--- src/rtl/alu_exec.sv ---
// alu_exec: registered execute-stage ALU with a start/busy/done handshake and an iterative SLL.
// Define ALU_FAST_SHIFT_EN to replace the iterative shifter with a single-cycle barrel shift.
module alu_exec #(
  parameter int WIDTH = 32,
  parameter int SHW   = 5
) (
  input  logic             clk,
  input  logic             rst_n,
  input  logic             start,
  input  logic [3:0]       aluctl,
  input  logic [WIDTH-1:0] a,
  input  logic [WIDTH-1:0] b,
  output logic             busy,
  output logic             done,
  output logic [WIDTH-1:0] result,
  output logic             zero,
  output logic             illegal
);

  localparam logic [3:0] OP_AND = 4'b0000;
  localparam logic [3:0] OP_OR  = 4'b0001;
  localparam logic [3:0] OP_ADD = 4'b0010;
  localparam logic [3:0] OP_SLL = 4'b0011;
  localparam logic [3:0] OP_SUB = 4'b0110;
  localparam logic [3:0] OP_SLT = 4'b0111;
  localparam logic [3:0] OP_XOR = 4'b1100;

  logic [SHW-1:0]   shamt;
  logic [WIDTH-1:0] op_result;
  logic             op_illegal;

  assign shamt = b[SHW-1:0];

  // Single-cycle datapath; for the iterative build SLL here only covers shamt == 0.
  always_comb begin
    // NOTE: every always_comb output gets a default first so no path can infer a latch.
    op_result  = '0;
    op_illegal = 1'b0;
    case (aluctl)
      OP_AND: op_result = a & b;
      OP_OR:  op_result = a | b;
      OP_XOR: op_result = a ^ b;
      OP_ADD: op_result = a + b;
      OP_SUB: op_result = a - b;
      OP_SLT: op_result = {{(WIDTH-1){1'b0}}, ($signed(a) < $signed(b))};
`ifdef ALU_FAST_SHIFT_EN
      OP_SLL: op_result = a << shamt;
`else
      OP_SLL: op_result = a;
`endif
      default: op_illegal = 1'b1;
    endcase
  end

`ifdef ALU_FAST_SHIFT_EN

  assign busy = 1'b0;

  always_ff @(posedge clk or negedge rst_n) begin
    if (!rst_n) begin
      done    <= 1'b0;
      illegal <= 1'b0;
      result  <= '0;
      zero    <= 1'b1;
    end else begin
      // NOTE: sequential state always uses non-blocking assignments so every flop samples pre-edge values.
      done    <= start;
      illegal <= start & op_illegal;
      if (start) begin
        result <= op_result;
        zero   <= (op_result == '0);
      end
    end
  end

`else

  typedef enum logic {IDLE, SHIFT} state_t;

  state_t           state;
  logic [WIDTH-1:0] acc;
  logic [SHW-1:0]   cnt;
  logic [WIDTH-1:0] acc_shl;
  logic             is_sll;

  assign acc_shl = {acc[WIDTH-2:0], 1'b0};
  assign is_sll  = (aluctl == OP_SLL);

  always_ff @(posedge clk or negedge rst_n) begin
    if (!rst_n) begin
      state   <= IDLE;
      busy    <= 1'b0;
      done    <= 1'b0;
      illegal <= 1'b0;
      result  <= '0;
      zero    <= 1'b1;
      acc     <= '0;
      cnt     <= '0;
    end else begin
      // NOTE: sequential state always uses non-blocking assignments so every flop samples pre-edge values.
      done    <= 1'b0;
      illegal <= 1'b0;
      case (state)
        IDLE: begin
          if (start) begin
            if (is_sll && (shamt != '0)) begin
              acc   <= a;
              cnt   <= shamt;
              busy  <= 1'b1;
              state <= SHIFT;
            end else begin
              result  <= op_result;
              zero    <= (op_result == '0);
              illegal <= op_illegal;
              done    <= 1'b1;
            end
          end
        end
        SHIFT: begin
          // start is deliberately not looked at here: requests while busy are dropped.
          acc <= acc_shl;
          cnt <= cnt - SHW'(1);
          if (cnt == SHW'(1)) begin
            result <= acc_shl;
            zero   <= (acc_shl == '0);
            done   <= 1'b1;
            busy   <= 1'b0;
            state  <= IDLE;
          end
        end
        default: state <= IDLE;
      endcase
    end
  end

`endif

endmodule

--- config.mk ---
export PLATFORM = sky130hd
export DESIGN_NAME = alu_exec
export DESIGN_NICKNAME = d
export VERILOG_FILES = /design/src/rtl/alu_exec.sv
export SDC_FILE = /design/constraint.sdc
export NUM_CORES = 1
export LEC_CHECK = 0
export ABC_AREA = 1
export BUFFER_PORTS_ARGS = -buffer_cell sky130_fd_sc_hd__buf_2
export CAP_MARGIN = 5
export CORE_MARGIN = 2
export CORE_UTILIZATION = 60
export DETAILED_ROUTE_END_ITERATION = 10
export HOLD_SLACK_MARGIN = 0.03
export PLACE_DENSITY = 0.81
export SETUP_SLACK_MARGIN = 0.1
export SKIP_CTS_REPAIR_TIMING = 1
export SLEW_MARGIN = 20
export SYNTH_ARGS = -nofsm -noshare
export SYNTH_HDL_FRONTEND = slang
export SYNTH_SLANG_ARGS = --single-unit
--- constraint.sdc ---
create_clock -name clk -period 2 [get_ports clk]
set_input_delay 0.1 -clock clk [delete_from_list [all_inputs] [get_ports clk]]
set_output_delay 0.1 -clock clk [all_outputs]
set_load 0.05 [all_outputs]
==> results of run 1 <==
## cells by family after synthesis
| group | share of synthesized area |
|---|---|
| xor+xnor | 0.00610 |
| compound gates | 0.150 |
| buf+inv | 0.154 |
| flops | 0.182 |
| simple gates | 0.368 |
| fa+ha+maj | 0.141 |
## per-stage QoR
step | TNS [ns] | instances | utilization | area [um^2]
after CTS | -1.42 | 2327 | 0.839 | 13800
after detailed placement | -9.52 | 2311 | 0.822 | 13500
after global placement | -8.05 | 2311 | 0.822 | 13500
after floorplan | 0 | 1680 | - | 10300
## per-layer routing
metal / GRT usage / overflow
met2: 1.02 / 257
met3: 0.634 / 4
met1: 0.809 / 4
met5: 0.192 / 1
met4: 0.882 / 130
==> flow_metrics.py, run 1 <==
metrics = {
    "logic_synthesis": {
        "synth.distinct_cells": 46,
        "ys_seq_area_frac": 0.182,
        "yosysTopAreaCell": "nand2_1",
        "synth_top_area_share": 0.191,
        "synth_edf_count": 0,
        "synthesis.area_um2": 10100,
        "synthTopCellsByCount": "nand2_1, inv_1, nor2_1",
        "syn_avg_cell_area_um2": 5.99,
        "ys_ff_latch": 73,
        "synth-async-reset-ratio": 1.00,
        "syn_inst": 1680,
        "synth_ff_type": "dfrtp_1",
        "synth_nets": 1863,
        "ys_top_cells_by_area": "nand2_1, dfrtp_1, ha_1",
        "yosysMostFrequentCell": "nand2_1",
        "synth_warnings": 0,
    },
    "floorplan": {
        "initial_core_util": 0.611,
        "dieWidth_um": 133,
        "rows": 47,
        "die_height_um": 133,
        "boundaryPins": 107,
    },
    "placed_design": {
        "dp_slack_ns": -0.678,
        "place.gp.congestion": 1.09,
        "portBuffers": 106,
        "dp_hpwl_um": 35100,
    },
    "clock_tree": {
        "numCtsBuffers": 9,
        "root_buffer": "clkbuf_16",
        "cts_sinks": 73,
        "clockBufferDepth": 2,
        "htree_levels": 3,
    },
    "status": {
        "error": "[ERROR GRT-0232] Routing congestion too high. Check the congestion heatmap in the GUI.",
        "lastStage": "5_1_grt",
        "outcome": "aborted with a tool error",
    },
    "global_routing": {
        "grt_max_degree": 46,
        "grt_use_total": 0.824,
        "overflow": 396,
    },
    "timing": {
        "worstEndpointGrtRepair": "zero$_DFFE_PN1P_/D",
        "worst-ep-kind": "sequential cell input",
    },
}
==> inputs of run 2 (changes only) <==
Settings changed: CORE_UTILIZATION 60 to 40, HOLD_SLACK_MARGIN 0.03 to unset, PLACE_DENSITY 0.81 to unset, PLACE_DENSITY_LB_ADDON set to 0.15, SETUP_SLACK_MARGIN 0.1 to unset.
==> run 2 against run 1 <==
Net effect:
- the flow now finishes, with violations (negative setup slack)
- synthesized cell count is the same
- area after synthesis stayed put
==> flow_metrics.py, run 2 <==
metrics = {
    "status": {
        "outcome": "finished with violations",
        "violations": "negative setup slack",
    },
    "floorplan": {
        "dieWidth_um": 163,
        "initial_core_util": 0.403,
        "boundaryPins": 107,
        "core_um2": 25000,
        "rows": 58,
        "die_area_um2": 26400,
        "die_height_um": 163,
    },
    "final_layout": {
        "final_common_cell": "nand2_1",
        "nNetsFinal": 2298,
        "n_antenna_cell": 0,
        "layout-drive-gt1-share": 0.376,
        "final_core_util": 0.606,
        "area_growth_pct": 50.4,
        "final_cell_mix": "nand2_1, buf_4, inv_1",
        "top_register": "result",
        "largest_reg_flops": 32,
        "reg_top3": "result: 32 flops, acc: 31 flops, cnt: 5 flops",
    },
    "logic_synthesis": {
        "synth.distinct_cells": 46,
        "synth_edf_count": 0,
        "synthTopCellsByCount": "nand2_1, inv_1, nor2_1",
        "synth_warnings": 0,
        "yosysMostFrequentCell": "nand2_1",
        "synth_nets": 1863,
        "synth-async-reset-ratio": 1.00,
        "ys_seq_area_frac": 0.182,
        "synth_top_area_share": 0.191,
        "syn_inst": 1680,
        "ys_top_cells_by_area": "nand2_1, dfrtp_1, ha_1",
        "syn_avg_cell_area_um2": 5.99,
        "synthesis.area_um2": 10100,
        "synth_ff_type": "dfrtp_1",
        "yosysTopAreaCell": "nand2_1",
        "ys_ff_latch": 73,
    },
    "setup_path": {
        "critPathTopFamily": "simple AND/OR/NAND/NOR gates",
        "slowest_delay_ns": 0.35,
        "path_cells": "buf_2 > ha_1 > inv_1 > fa_2 > inv_2 > nand2_1 > nand3_2 > nand2_1 > nand2_1 > nand2_1 > nand3_1 > nand2_1 > nor2_2 > nand2_2 > nor2_4 > nand3_2 > nor2_1 > nand2_1 > a21oi_2",
        "cp.arrival_ns": 2.32,
        "slowest_stage": "fa_2",
        "cp.buffers_inverters": 3,
        "critPathCaptureType": "register",
        "worst_path_most_repeated_cell": "nand2_1",
        "start_kind": "input pin",
        "critPathMaxFanout": 4,
        "path_class": "in -> reg",
        "crit_required_ns": 2.26,
    },
    "clock_tree": {
        "clk_pin_slew_ns": 0.06,
        "root_buffer": "clkbuf_16",
        "clockBufferDepth": 2,
        "htree_levels": 3,
        "cts_sinks": 73,
        "cts_tree": "done",
        "numCtsBuffers": 9,
        "insertion_delay_ns": 0.33,
    },
    "timing": {
        "final_max_slew_viol_count": 0,
        "setup_viol": 1,
        "worstMarginPinSlew_ns": 0.551,
        "fin_ws_ns": -0.0592,
        "timing.hold.ws_ns": 0.172,
        "post-route-period-util": 1.03,
        "slew_headroom": 0.632,
        "hold_violations": 0,
        "post-route-min-period_ns": 2.06,
        "finClkSkew_ns": 0.00398,
        "fmax_mhz": 486,
        "rsz0062_at_grt": "true",
    },
    "placed_design": {
        "portBuffers": 106,
        "dp_hpwl_um": 36300,
        "place.gp.congestion": 0.976,
    },
    "detailed_routing": {
        "wirelength_um": 43700,
        "num_vias": 12700,
        "vias_per_cell": 5.17,
        "route.detailed.drc": 0,
        "wl_per_cell_um": 17.8,
        "first_pass_iters": 5,
        "ant_nets": 0,
        "detail_route.iter0.violations": 1112,
    },
    "global_routing": {
        "gr-usage-met3": 0.0359,
        "overflow": 0,
        "grt_pass1_wl_um": 65700,
        "gr-usage-met1": 0.459,
        "grt_max_degree": 42,
        "grt_pass1_vias": 11900,
        "use_met2": 0.523,
        "grt_antenna_before_repair": 0,
        "grt_use_total": 0.325,
        "busiest_layer": "met2",
    },
    "worst_hold_path": {
        "hold_class": "in -> reg",
    },
    "power_and_ir_drop": {
        "p_per_area_nw_per_um2": 725,
        "peakVddDrop_uv": 1220,
        "leakage_nw": 8.22,
    },
    "job": {
        "drv_cap": 0,
    },
}
-- run 2: cell counts after synthesis --
Identical to the previous run, type by type.
-- run 2: worst register-to-register path, cell delays in order (launching register included) --
cell and delay, ns:
dfrtp_1 0.39, inv_1 0.08, ha_1 0.14, inv_1 0.05, nor2_1 0.09, nand3_1 0.13
inv_1 0.20, nor2_8 0.09, inv_2 0.26, nor2_1 0.07, a31oi_1 0.17
-- run 2: final timing paths --
path,cells after the start,start,endpoint,slack (ns)
worst max-delay path,19,b[0],zero,-0.06
worst min-delay path,3,b[0],cnt[0],0.17
worst max register to register,10,cnt[1],result[25],0.25
max in group asynchronous,3,rst_n,acc[21],1.11
worst min register to register,2,result[30],result[30],0.48
min in group asynchronous,2,rst_n,cnt[3],0.30
-- run 2: cells by family (layout without fill, tap and decap cells) --
kind of cell             count (synthesis)  count (layout)  synth area share
AO/OA/AOI/OAI                          225             225             0.150
XOR/XNOR                                 7               7           0.00610
adder cells (fa/ha/maj)                112             112             0.141
buffers and inverters                  379             819             0.154
flip-flops                              73              73             0.182
AND/OR/NAND/NOR                        884             884             0.368
-- run 2: metal layers --
metal  vias to the layer above  routed length [um]
met5                         -                   0
met4                         0                1140
met3                        56                3160
met2                       461               19700
met1                      5896               19700
li1                       6242                   -
-- run 2: power breakdown --
group          internal [mW]  switching [mW]
sequential              2.14           0.405
combinational           2.37            4.41
clock                   1.07           0.585
total                   5.58            5.39
-- run 2: layout make-up --
class | instances | area (um^2)
clock buffers | 14 | 274
clock inverters | 2 | 35.0
fillers | 2459 | 9830
inverters | 320 | 1200
multi-input cells | 1228 | 7910
flip-flops and latches | 73 | 1830
well taps | 330 | 413
repair buffers | 483 | 3470
-- run 2: metrics by stage --
step	setup TNS (ns)	setup slack (ns)	area [um^2]	instances	total power [mW]
floorplan	0	0.0307	10100	1680	6.39
global placement	-10.02	-0.817	13500	2428	8.70
detailed placement	-10.70	-0.804	13500	2428	8.77
CTS	-1.96	-0.480	13800	2444	10.4
global route	-0.338	-0.150	15100	2450	11.7
finish	-0.0592	-0.0592	15100	2450	11.0
Power figures use the tool's default switching activity.
==> inputs of run 3 (changes only) <==
Settings changed: SKIP_CTS_REPAIR_TIMING 1 to unset.
==> run 3 against run 2 <==
Net effect:
- the run still ends with negative setup slack left
- via count increased by 2.7%
- critical path depth unchanged
- die area unchanged
- cell area increased by 8.0%
- worst setup slack improved by 0.024 ns
- routed wire length increased by 3.3%
- critical endpoint unchanged
==> flow_metrics.py, run 3 (synthesized netlist as in run 2, its figures left out) <==
metrics = {
    "status": {
        "outcome": "finished with violations",
        "violations": "negative setup slack",
    },
    "floorplan": {
        "boundaryPins": 107,
        "die_area_um2": 26400,
        "core_um2": 25000,
        "dieWidth_um": 163,
        "initial_core_util": 0.403,
        "rows": 58,
        "die_height_um": 163,
    },
    "timing": {
        "slew_headroom": 0.625,
        "timing.hold.ws_ns": 0.142,
        "final_max_slew_viol_count": 0,
        "post-route-min-period_ns": 2.04,
        "fin_ws_ns": -0.0355,
        "worstMarginPinSlew_ns": 0.562,
        "hold_violations": 0,
        "setup_viol": 1,
        "finClkSkew_ns": 0.00522,
        "rsz0062_at_grt": "true",
        "fmax_mhz": 491,
        "post-route-period-util": 1.02,
    },
    "clock_tree": {
        "htree_levels": 3,
        "numCtsBuffers": 9,
        "insertion_delay_ns": 0.33,
        "clk_pin_slew_ns": 0.06,
        "clockBufferDepth": 2,
        "cts_tree": "done",
        "cts_sinks": 73,
        "root_buffer": "clkbuf_16",
    },
    "power_and_ir_drop": {
        "leakage_nw": 8.57,
        "p_per_area_nw_per_um2": 700,
        "peakVddDrop_uv": 1220,
    },
    "detailed_routing": {
        "wl_met3_um": 3360,
        "wirelength_um": 45200,
        "met1_length_um": 19700,
        "met2_length_um": 20700,
        "detail_route.iter0.violations": 1119,
        "highest_layer": "met5",
        "wl_per_cell_um": 18.2,
        "route.detailed.drc": 0,
        "num_vias": 13000,
        "ant_nets": 0,
        "first_pass_iters": 5,
        "vias_per_cell": 5.23,
    },
    "global_routing": {
        "overflow": 0,
        "grt_antenna_before_repair": 2,
        "grt_max_degree": 42,
        "grt_pass1_wl_um": 67800,
        "grt_pass1_vias": 12300,
        "grt_use_total": 0.334,
    },
    "placed_design": {
        "placed_cells": 2428,
        "place.gp.congestion": 0.976,
        "dp_hpwl_um": 36300,
        "portBuffers": 106,
    },
    "setup_path": {
        "reg2reg_to": "result[25]",
        "critPathMaxFanout": 4,
        "reg2reg_from": "cnt[1]",
        "worstSetupEndpoint": "zero",
        "r2r_cells": 10,
        "crit_required_ns": 2.27,
        "start_kind": "input pin",
        "r2r_setup_slack_ns": 0.26,
        "path_class": "in -> reg",
        "cp.arrival_ns": 2.30,
        "critPathLaunch": "a[0]",
        "critPathCaptureType": "register",
    },
    "final_layout": {
        "layout.cells.non_filler": 2483,
        "final_common_cell": "nand2_1",
        "n_antenna_cell": 0,
        "nFillCells": 2276,
        "layout-drive-gt1-share": 0.452,
        "reg_top3": "result: 32 flops, acc: 31 flops, cnt: 5 flops",
        "nNetsFinal": 2331,
        "top_register": "result",
        "final_cell_mix": "nand2_1, buf_4, inv_1",
        "largest_reg_flops": 32,
        "area_growth_pct": 62.4,
    },
    "worst_hold_path": {
        "hold_class": "in -> reg",
    },
    "job": {
        "drv_cap": 0,
    },
}
run 3: per-stage QoR:
| step | worst slack (ns) | setup TNS (ns) | util | area [um^2] | total power [mW] |
|---|---|---|---|---|---|
| final | -0.0355 | -0.0355 | 0.654 | 16300 | 11.4 |
| after global routing | -0.0885 | -0.152 | 0.654 | 16300 | 12.1 |
| after CTS | 0.000540 | 0 | 0.595 | 14900 | 10.8 |
| after detailed placement | -0.804 | -10.70 | 0.542 | 13500 | 8.77 |
| after global placement | -0.817 | -10.02 | 0.542 | 13500 | 8.70 |
| after floorplan | 0.0307 | 0 | - | 10100 | 6.39 |
run 3: area by class of cell:
class | count | area (um^2) | share of cell area
Inverter | 320 | 1220 | 0.0747
Tap cell | 330 | 413 | 0.0253
Timing Repair Buffer | 516 | 3860 | 0.236
Clock inverter | 2 | 35.0 | 0.00214
Clock buffer | 14 | 274 | 0.0168
Multi-Input combinational cell | 1228 | 8710 | 0.533
Sequential cell | 73 | 1830 | 0.112
run 3: worst min path at each step:
stage | start | end | slack (ns) | cells after the start
6_report | b[0] | cnt[0] | 0.14 | 3
5_1_grt | a[0] | acc[0] | 0.19 | 4
4_1_cts | b[0] | cnt[0] | 0.18 | 3
3_5_place_dp | rst_n | result[7] | 0.13 | 1
3_3_place_gp | rst_n | cnt[3] | 0.13 | 1
2_1_floorplan | rst_n | acc[0] | -0.20 | 0
run 3: what timing repair did:
action / CTS / global route
setup buffers: 14 / 24
hold endpoints to repair: 39 / 0
gates resized for setup: 232 / 363
hold buffers: 1 / 0
endpoints found under the setup margin: 19 / 17
pin swaps: 57 / 160
run 3: metal layers:
layer  vias to the layer above  global-route usage
li1                       6313                   -
met1                      6099               0.465
met2                       492               0.545
met3                        85              0.0372
met4                         2              0.0998
met5                         -                   0
run 3: worst max-delay path: stages:
cell	delay [ns]
buf_6	0.09
ha_4	0.13
inv_1	0.06
fa_2	0.40
inv_2	0.10
nand2_1	0.09
nand3_4	0.10
nand2_1	0.09
nand2_2	0.11
nand2_1	0.06
nand3_1	0.06
nand2_1	0.10
nor2_4	0.18
nand2_2	0.10
nor2_4	0.10
nand3_2	0.09
nor2_1	0.13
nand2_1	0.08
a21oi_2	0.11
run 3: power breakdown:
| part | switching [mW] | internal [mW] |
|---|---|---|
| logic | 4.63 | 2.60 |
| registers | 0.398 | 2.14 |
| clock network | 0.599 | 1.07 |
| total | 5.63 | 5.81 |
